[src/rtl/lc3b_fetch_buffer_pkg.sv]
// Shared LC-3b types plus the fetch-stage FSM state and FIFO entry layout.
package lc3b_types;

   typedef logic [15:0] lc3b_word;

   typedef enum logic [3:0] {
      op_br   = 4'b0000, op_add  = 4'b0001, op_ldb  = 4'b0010, op_stb  = 4'b0011,
      op_jsr  = 4'b0100, op_and  = 4'b0101, op_ldr  = 4'b0110, op_str  = 4'b0111,
      op_rti  = 4'b1000, op_not  = 4'b1001, op_ldi  = 4'b1010, op_sti  = 4'b1011,
      op_jmp  = 4'b1100, op_shf  = 4'b1101, op_lea  = 4'b1110, op_trap = 4'b1111
   } lc3b_opcode;

   typedef enum logic [1:0] {
      fetch_idle,
      fetch_busy,
      fetch_drop
   } lc3b_fetch_state;

   typedef struct packed {
      lc3b_word inst;
      lc3b_word pc;
   } lc3b_fetch_entry;

   function automatic lc3b_word pc_align(input lc3b_word a);
      return a & 16'hFFFE;
   endfunction

endpackage

[src/rtl/lc3b_fetch_buffer_fifo.sv]
// Circular instruction buffer: DEPTH entries (power of two), synchronous flush.
module lc3b_fetch_fifo
   import lc3b_types::*;
#(
   parameter int DEPTH = 2
) (
   input  logic                       clk,
   input  logic                       reset_n,
   input  logic                       flush_i,
   input  logic                       push_i,
   input  logic                       pop_i,
   input  lc3b_fetch_entry            wdata_i,
   output lc3b_fetch_entry            rdata_o,
   output logic                       empty_o,
   output logic [$clog2(DEPTH):0]     count_o
);

   localparam int AW = $clog2(DEPTH);
   localparam int CW = AW + 1;

   lc3b_fetch_entry mem_q [DEPTH];
   logic [AW-1:0]   wr_ptr_q, rd_ptr_q;
   logic [CW-1:0]   count_q;
   logic            do_push, do_pop;

   assign empty_o = (count_q == '0);
   assign count_o = count_q;
   assign rdata_o = mem_q[rd_ptr_q];
   assign do_pop  = pop_i && !empty_o;
   assign do_push = push_i && (count_q != CW'(DEPTH));

   // Storage is cleared on reset so the head outputs read as zero.
   always_ff @(posedge clk or negedge reset_n) begin
      if (!reset_n) begin
         for (int i = 0; i < DEPTH; i++) mem_q[i] <= '0;
         wr_ptr_q <= '0;
         rd_ptr_q <= '0;
         count_q  <= '0;
      end else if (flush_i) begin
         wr_ptr_q <= '0;
         rd_ptr_q <= '0;
         count_q  <= '0;
      end else begin
         if (do_push) begin
            mem_q[wr_ptr_q] <= wdata_i;
            wr_ptr_q        <= wr_ptr_q + AW'(1);
         end
         if (do_pop) rd_ptr_q <= rd_ptr_q + AW'(1);
         case ({do_push, do_pop})
            2'b10:   count_q <= count_q + CW'(1);
            2'b01:   count_q <= count_q - CW'(1);
            default: count_q <= count_q;
         endcase
      end
   end

endmodule

[src/rtl/lc3b_fetch_buffer.sv]
// LC-3b instruction prefetch: single-outstanding memory reads into a small FIFO.
// Define LC3B_FETCH_BYPASS_EN to forward a response straight to an empty head.
module lc3b_fetch_buffer
   import lc3b_types::*;
#(
   parameter int       DEPTH    = 2,
   parameter lc3b_word RESET_PC = 16'h0000
) (
   input  logic       clk,
   input  logic       reset_n,
   output lc3b_word   mem_address,
   output logic       mem_read,
   input  logic       mem_resp,
   input  lc3b_word   mem_rdata,
   input  logic       redirect,
   input  lc3b_word   redirect_pc,
   output logic       inst_valid,
   output lc3b_word   inst,
   output lc3b_word   inst_pc,
   output lc3b_opcode inst_opcode,
   input  logic       inst_ready
);

   localparam int CW = $clog2(DEPTH) + 1;

   lc3b_fetch_state state_q, state_d;
   lc3b_word        fetch_pc_q, fetch_pc_d;
   lc3b_word        stale_q, stale_d;

   logic            push, fifo_pop, fifo_empty, byp_act, byp_take;
   logic [CW-1:0]   fifo_count;
   lc3b_fetch_entry fifo_head, head;

   lc3b_fetch_fifo #(.DEPTH(DEPTH)) u_fifo (
      .clk     (clk),
      .reset_n (reset_n),
      .flush_i (redirect),
      .push_i  (push),
      .pop_i   (fifo_pop),
      .wdata_i ('{inst: mem_rdata, pc: fetch_pc_q}),
      .rdata_o (fifo_head),
      .empty_o (fifo_empty),
      .count_o (fifo_count)
   );

`ifdef LC3B_FETCH_BYPASS_EN
   assign byp_act = (state_q == fetch_busy) && mem_resp && !redirect && fifo_empty;
`else
   assign byp_act = 1'b0;
`endif
   assign byp_take = byp_act && inst_ready;

   // A redirect flushes the FIFO, so it also swallows any pop this cycle.
   assign fifo_pop    = !fifo_empty && inst_ready && !redirect;
   assign head        = byp_act ? '{inst: mem_rdata, pc: fetch_pc_q} : fifo_head;
   assign inst_valid  = !fifo_empty || byp_act;
   assign inst        = head.inst;
   assign inst_pc     = head.pc;
   assign inst_opcode = lc3b_opcode'(head.inst[15:12]);

   assign mem_read    = (state_q != fetch_idle);
   assign mem_address = (state_q == fetch_drop) ? stale_q : fetch_pc_q;

   always_comb begin
      state_d    = state_q;
      fetch_pc_d = fetch_pc_q;
      stale_d    = stale_q;
      push       = 1'b0;
      unique case (state_q)
         fetch_idle:
            if (!redirect && fifo_count < CW'(DEPTH)) state_d = fetch_busy;
         fetch_busy:
            if (mem_resp) begin
               state_d = fetch_idle;
               if (!redirect) begin
                  push       = !byp_take;
                  fetch_pc_d = fetch_pc_q + 16'd2;
               end
            end else if (redirect) begin
               // Keep presenting the old address until memory answers.
               state_d = fetch_drop;
               stale_d = fetch_pc_q;
            end
         fetch_drop:
            if (mem_resp) state_d = fetch_idle;
         default: state_d = fetch_idle;
      endcase
      if (redirect) fetch_pc_d = pc_align(redirect_pc);
   end

   always_ff @(posedge clk or negedge reset_n) begin
      if (!reset_n) begin
         state_q    <= fetch_idle;
         fetch_pc_q <= pc_align(RESET_PC);
         stale_q    <= '0;
      end else begin
         state_q    <= state_d;
         fetch_pc_q <= fetch_pc_d;
         stale_q    <= stale_d;
      end
   end

endmodule

[config.mk]
export PLATFORM = sky130hd
export DESIGN_NAME = lc3b_fetch_buffer
export DESIGN_NICKNAME = d
export VERILOG_FILES = /design/src/rtl/lc3b_fetch_buffer_pkg.sv /design/src/rtl/lc3b_fetch_buffer_fifo.sv /design/src/rtl/lc3b_fetch_buffer.sv
export SDC_FILE = /design/constraint.sdc
export NUM_CORES = 1
export LEC_CHECK = 0
export CAP_MARGIN = 20
export CELL_PAD_IN_SITES_DETAIL_PLACEMENT = 0
export CELL_PAD_IN_SITES_GLOBAL_PLACEMENT = 2
export CORE_MARGIN = 3
export CORE_UTILIZATION = 30
export DETAILED_ROUTE_END_ITERATION = 16
export PLACE_DENSITY = 0.82
export SYNTH_ARGS = -nofsm -noshare
export SYNTH_HDL_FRONTEND = slang
export SYNTH_SLANG_ARGS = --single-unit
[constraint.sdc]
create_clock -name clk -period 5.3 [get_ports clk]
set_clock_uncertainty 0.2 [all_clocks]
set_input_delay 1.59 -clock clk [delete_from_list [all_inputs] [get_ports clk]]
set_output_delay 1.59 -clock clk [all_outputs]
set_load 0.01 [all_outputs]
== Word level (Yosys, flattened, before mapping) ==
Cells that the tools add are included.

* Register bits after elaboration: 102
* Bits of input ports: 37
* Output and inout bits: 54
* Logic and storage cells: 75

* Add/subtract/negate cells: 5
* Order comparisons: 4
* Equal/unequal tests: 8
* Mux-type cells: 24
* Bitwise operators: 4
* Reduce and logical (&&, ||, !) cells: 20

{| class="wikitable"
|+ Operators by type and width
! kind !! count
|-
| two-way mux 32 bit || 4
|-
| bitwise mux 64 bit || 1
|-
| two-way mux 16 bit || 4
|-
| demux 32 bit (select 1 bit) || 1
|-
| adder 16 x 2 -> 16 bit, second input constant || 1
|-
| two-way mux 2 bit || 5
|-
| nonzero test 2 bit || 5
|-
| two-way mux 1 bit || 7
|-
| logical AND 1 bit || 6
|-
| != test 2 bit, second input constant || 3
|-
| one-hot mux 2 bit (3 select lines) || 1
|-
| AND reduction 3 bit || 2
|-
| == test 2 x 1 -> 1 bit, second input constant || 2
|-
| == test 2 bit, second input constant || 2
|-
| >= comparator 2 bit, second input constant || 2
|-
| zero test 2 bit || 2
|-
| NOT 1 -> 2 bit || 2
|-
| one-hot mux 2 bit (2 select lines) || 1
|-
| AND reduction 2 bit || 2
|-
| != test 3 bit, second input constant || 1
|-
| nonzero test 3 bit || 1
|-
| adder 1 bit, second input constant || 2
|-
| adder 2 x 1 -> 2 bit, second input constant || 1
|-
| zero test 1 bit || 2
|-
| other kinds (4) || 5
|}

== Logic depth before layout (Yosys ltp) ==
* Word-level depth: 8
* Depth in mapped cells: 5
* Gate-level depth less buffers: 5

== Cells and area by module ==
Synthesis repeated with hierarchy kept, for this count alone.

* Cells, all modules: 360
* Area total of the unflattened synthesis: 4852.2 µm²

{| class="wikitable"
|+ By module, submodules not included
! module !! times used !! cells an instance !! area an instance (µm²) !! seq. area each (µm²)
|-
| lc3b_fetch_fifo || 1 || 195 || 3088.0 || 1701.6
|-
| lc3b_fetch_buffer || 1 || 165 || 1764.2 || 800.8
|}

== Least setup slack after synthesis ==
OpenSTA, ideal clock, no wires.

* Path type: flip-flop to output port
* Start: register state_q[0]
* End: output mem_address[11]
* Arrival: 1.573 ns
* Data required time: 3.510 ns
* Path slack: 1.937 ns
* Stages on the path, launching flop included: 5
* Path buffers: 2
* Path through: dfrtp_1 -> nor2b_1 -> clkbuf_1 -> clkbuf_1 -> mux2_2

* Cells in the longest elaborated chain, start to end: 2

{| class="wikitable"
|+ RTL lines
! element !! RTL line !! RTL
|-
| start, declared || lc3b_fetch_buffer.sv:26 || <nowiki>lc3b_fetch_state state_q, state_d;</nowiki>
|-
| start signal, assigned || lc3b_fetch_buffer.sv:93 || <nowiki>state_q <= fetch_idle;</nowiki>
|-
| start signal, assigned || lc3b_fetch_buffer.sv:97 || <nowiki>state_q <= state_d;</nowiki>
|-
| == test 2 bit || lc3b_fetch_buffer.sv:62 || <nowiki>assign mem_address = (state_q == fetch_drop) ? stale_q : fetch_pc_q;</nowiki>
|-
| two-way mux 16 bit || lc3b_fetch_buffer.sv:62 ||
|-
| end, declared || lc3b_fetch_buffer.sv:11 || <nowiki>output lc3b_word mem_address,</nowiki>
|}

No other way between the ends.

== Worst setup path in the final report ==
* Start: register u_fifo.rd_ptr_q
* End: output inst[15]

* Cells in the longest elaborated chain, start to end: 4

{| class="wikitable"
|+ RTL lines
! element !! RTL line !! RTL
|-
| start, declared || lc3b_fetch_buffer_fifo.sv:22 || <nowiki>logic [AW-1:0] wr_ptr_q, rd_ptr_q;</nowiki>
|-
| start signal, assigned || lc3b_fetch_buffer_fifo.sv:48 || <nowiki>if (do_pop) rd_ptr_q <= rd_ptr_q + AW'(1);</nowiki>
|-
| NOT 1 -> 2 bit (implied by the code) || lc3b_fetch_buffer_fifo.sv:28 || <nowiki>assign rdata_o = mem_q[rd_ptr_q];</nowiki>
|-
| two-way mux 32 bit (implied by the code) (3 in series) || lc3b_fetch_buffer_fifo.sv:28 ||
|-
| end, declared || lc3b_fetch_buffer.sv:18 || <nowiki>output lc3b_word inst,</nowiki>
|}

No other way between the ends. The select of a mux whose other input is x is not followed.

==> impl_metrics.ini <==
[detailed_routing]
met1_length_mm = 4.739
drt_iter0_markers = 133
dr_total_vias = 2989
ant_nets = 0
avgRoutedWirePerCell_um = 16.74
drt_wl_total_mm = 10.43
top_layer = met4
routed_via_density = 4.798
drcViolationCount = 0
met3_length_um = 385
wl_met2_mm = 5.135
firstDrtPassIters = 4

[setup_path]
r2r-start = fetch_pc_q[1]
r2r_cells = 5
critPathArrivalTime_ps = 2510
worstPathRequired_ps = 3510
cpMaxStageDelayCell = dfrtp_1
rrSetupSlack_ps = 3050
criticalPathCategory = reg -> out
regToRegEndpoint = fetch_pc_q[15]
end_kind = output pin
crit_family = flip-flops
worstPathCellList = buf_4 -> mux2_2 -> clkdlybuf4s50_1
cp_slowest_stage_delay_ps = 910
crit_fanout = 19
start_kind = register
startpoint = u_fifo.rd_ptr_q
cp_num_buf_inv = 2

[power]
swShare = 0.2596
p_int_w = 0.001800
powerDensity_nw_per_um2 = 405.2
leakagePower_nw = 2.506
clkPwrFrac = 0.300
p_sw_w = 0.0006313
ir_worst_vdd_mv = 0.2164
comb_power_share = 0.273
seqPwrFrac = 0.428

[die]
num_rows = 44
dieArea_um2 = 16850
initial_core_util = 0.3117
coreArea_um2 = 14750
boundaryPins = 91
dieWidth_um = 129.8
die_h_um = 129.8

[yosys]
netlist_area_um2 = 4599
yosysWarningCount = 0
synth_edf_count = 0
synthFlopType = dfrtp_1
synth_area_leader_cell = dfrtp_1
ys_ff_latch = 98
synth_top_area_frac = 0.5332
synthTopCellsByArea = dfrtp_1 (53%), mux2_2 (29%), o21ai_0 (2.1%)
synth.avg_cell_area_um2 = 12.99
syn-instance-count = 354
ys_types = 36
async_flop_share = 1.000
seq_area_frac_synth = 0.5332

[layout]
final_common_cell = mux2_2
post-route-util = 0.4068
syn_to_final_growth_pct = 30.50
most-common-layout-cells = mux2_2 (117), dfrtp_1 (98), clkdlybuf4s50_1 (86)
num_antenna_cells = 0
final_layout_size_suffix_gt1_frac = 0.3440
fin_nets = 472

[placed_design]
hpwl_mm = 7.254
portBuffers = 87
gp_congestion = 0.7507

[hold_path]
hold_path.class = reg -> reg
min_path_cells = 1
min_to = u_fifo.mem_q[19]
min_from = u_fifo.mem_q[19]

[sta]
relSlewSlack = 0.4190
rsz0062_at_grt = no
tightest_slew_ps = 871.6
fin_tns_setup_ps = 0
layout_worst_path_cycle_share = 0.8116
setup_viol = 0
drv_slew = 0
fmax_mhz = 232.5
hold_viol_final = 0
fin_crit_ps = 4301

[grt]
track_usage = 0.1310
grt_overflow = 0
grt_pass1_vias = 3200
grt_pass1_wl_mm = 16.95
antenna_found_initial = 0
grt_max_degree = 55

[clocking]
numCtsBuffers = 9
holdBufCountCts = 0
insertion_delay_ps = 350
h-tree-depth = 3
clkSinkCount = 98
clock_path_buffers = 2
cts_root_buf = clkbuf_16
clk_pin_slew_worst_paths_ps = 70
postCtsSetupBuffers = 0
cts_tree = yes
cts_resized = 0

[flow_run]
maxCapViolations = 0

[run_status]
status = finished, final reports clean
==> worst max-delay path by stage <==
stage / endpoint / slack, ps / cells past startpoint
floorplan: mem_address[11] / 1940 / 4
global placement: u_fifo.mem_q[17] / 1280 / 5
detailed placement: u_fifo.mem_q[26] / 1270 / 5
CTS: inst[15] / 930 / 3
global route: inst_opcode[3] / 820 / 3
finish: inst[15] / 1000 / 3
==> registers in the layout (all words and copies together) (netlist names) <==
signal           cells
fetch_pc_q          15
u_fifo.wr_ptr_q      1
stale_q             15
u_fifo.count_o       2
u_fifo.mem_q        62
u_fifo.rd_ptr_q      1
state_q              2
==> cell usage after synthesis (all sizes together) (2+ instances only) <==
cell type	instances
nor2	5
or3	3
nor3	4
nor4b	2
inv	5
mux2	121
dfrtp	98
nor3b	2
buf	19
clkbuf	11
a31oi	2
a21oi	4
o21ai	19
xor2	5
nand2	20
nand4	7
xnor2	8
nor2b	3
nor4	3
==> layer usage <==
metal / GRT usage / vias to the layer above
met4: 0.04462 / 0
met3: 0.03234 / 10
met5: 0 / -
met1: 0.1677 / 1521
li1: - / 1404
met2: 0.2175 / 54
==> power groups by stage <==
stage / registers (W) / clock network (W) / logic (W)
after floorplan: 0.00101 / 0 / 0.000388
after global placement: 0.00104 / 0 / 0.000660
after detailed placement: 0.00106 / 0 / 0.000672
after CTS: 0.00104 / 0.000756 / 0.000678
after global routing: 0.00107 / 0.000790 / 0.000719
final: 0.00104 / 0.000729 / 0.000663
==> layout make-up <==
type | instances | area [um^2]
Fill cell | 1393 | 8752
Sequential cell | 98 | 2452
Multi-Input combinational cell | 222 | 1999
Timing Repair Buffer | 98 | 963.4
Clock buffer | 11 | 252.7
Tap cell | 184 | 230.2
Clock inverter | 5 | 85.08
Inverter | 5 | 18.77
==> worst reg2reg max path: stages, from the launching register on <==
cell and delay [ps]:
dfrtp_1 480, ha_1 240, nand4_1 210, or4_4 510
or3_1 360, a31oi_1 180
==> cell families (layout without fill, tap and decap cells) <==
logic type / count (synthesis) / count (layout) / share of synthesized area
flip-flops: 98 / 98 / 0.5332
AO/OA/AOI/OAI: 29 / 29 / 0.03455
buffers and inverters: 35 / 119 / 0.03618
other: 1 / 2 / 0.0008153
XOR/XNOR: 13 / 13 / 0.02476
multiplexers: 122 / 122 / 0.2984
adder cells (fa/ha/maj): 1 / 1 / 0.002720
AND/OR/NAND/NOR: 55 / 55 / 0.06937
==> through the flow <==
stage	hold slack [ps]	cell area (um^2)	total power, W	cells	worst slack [ps]
after floorplan	252.2	4603	0.001397	355	1937
after global placement	261.7	5664	0.001700	607	1283
after detailed placement	274.8	5664	0.001727	607	1267
after CTS	291.0	6002	0.002476	623	927.2
after global routing	316.0	6002	0.002579	623	823.1
final	288.3	6002	0.002432	623	998.6
Power figures use the tool's default switching activity.
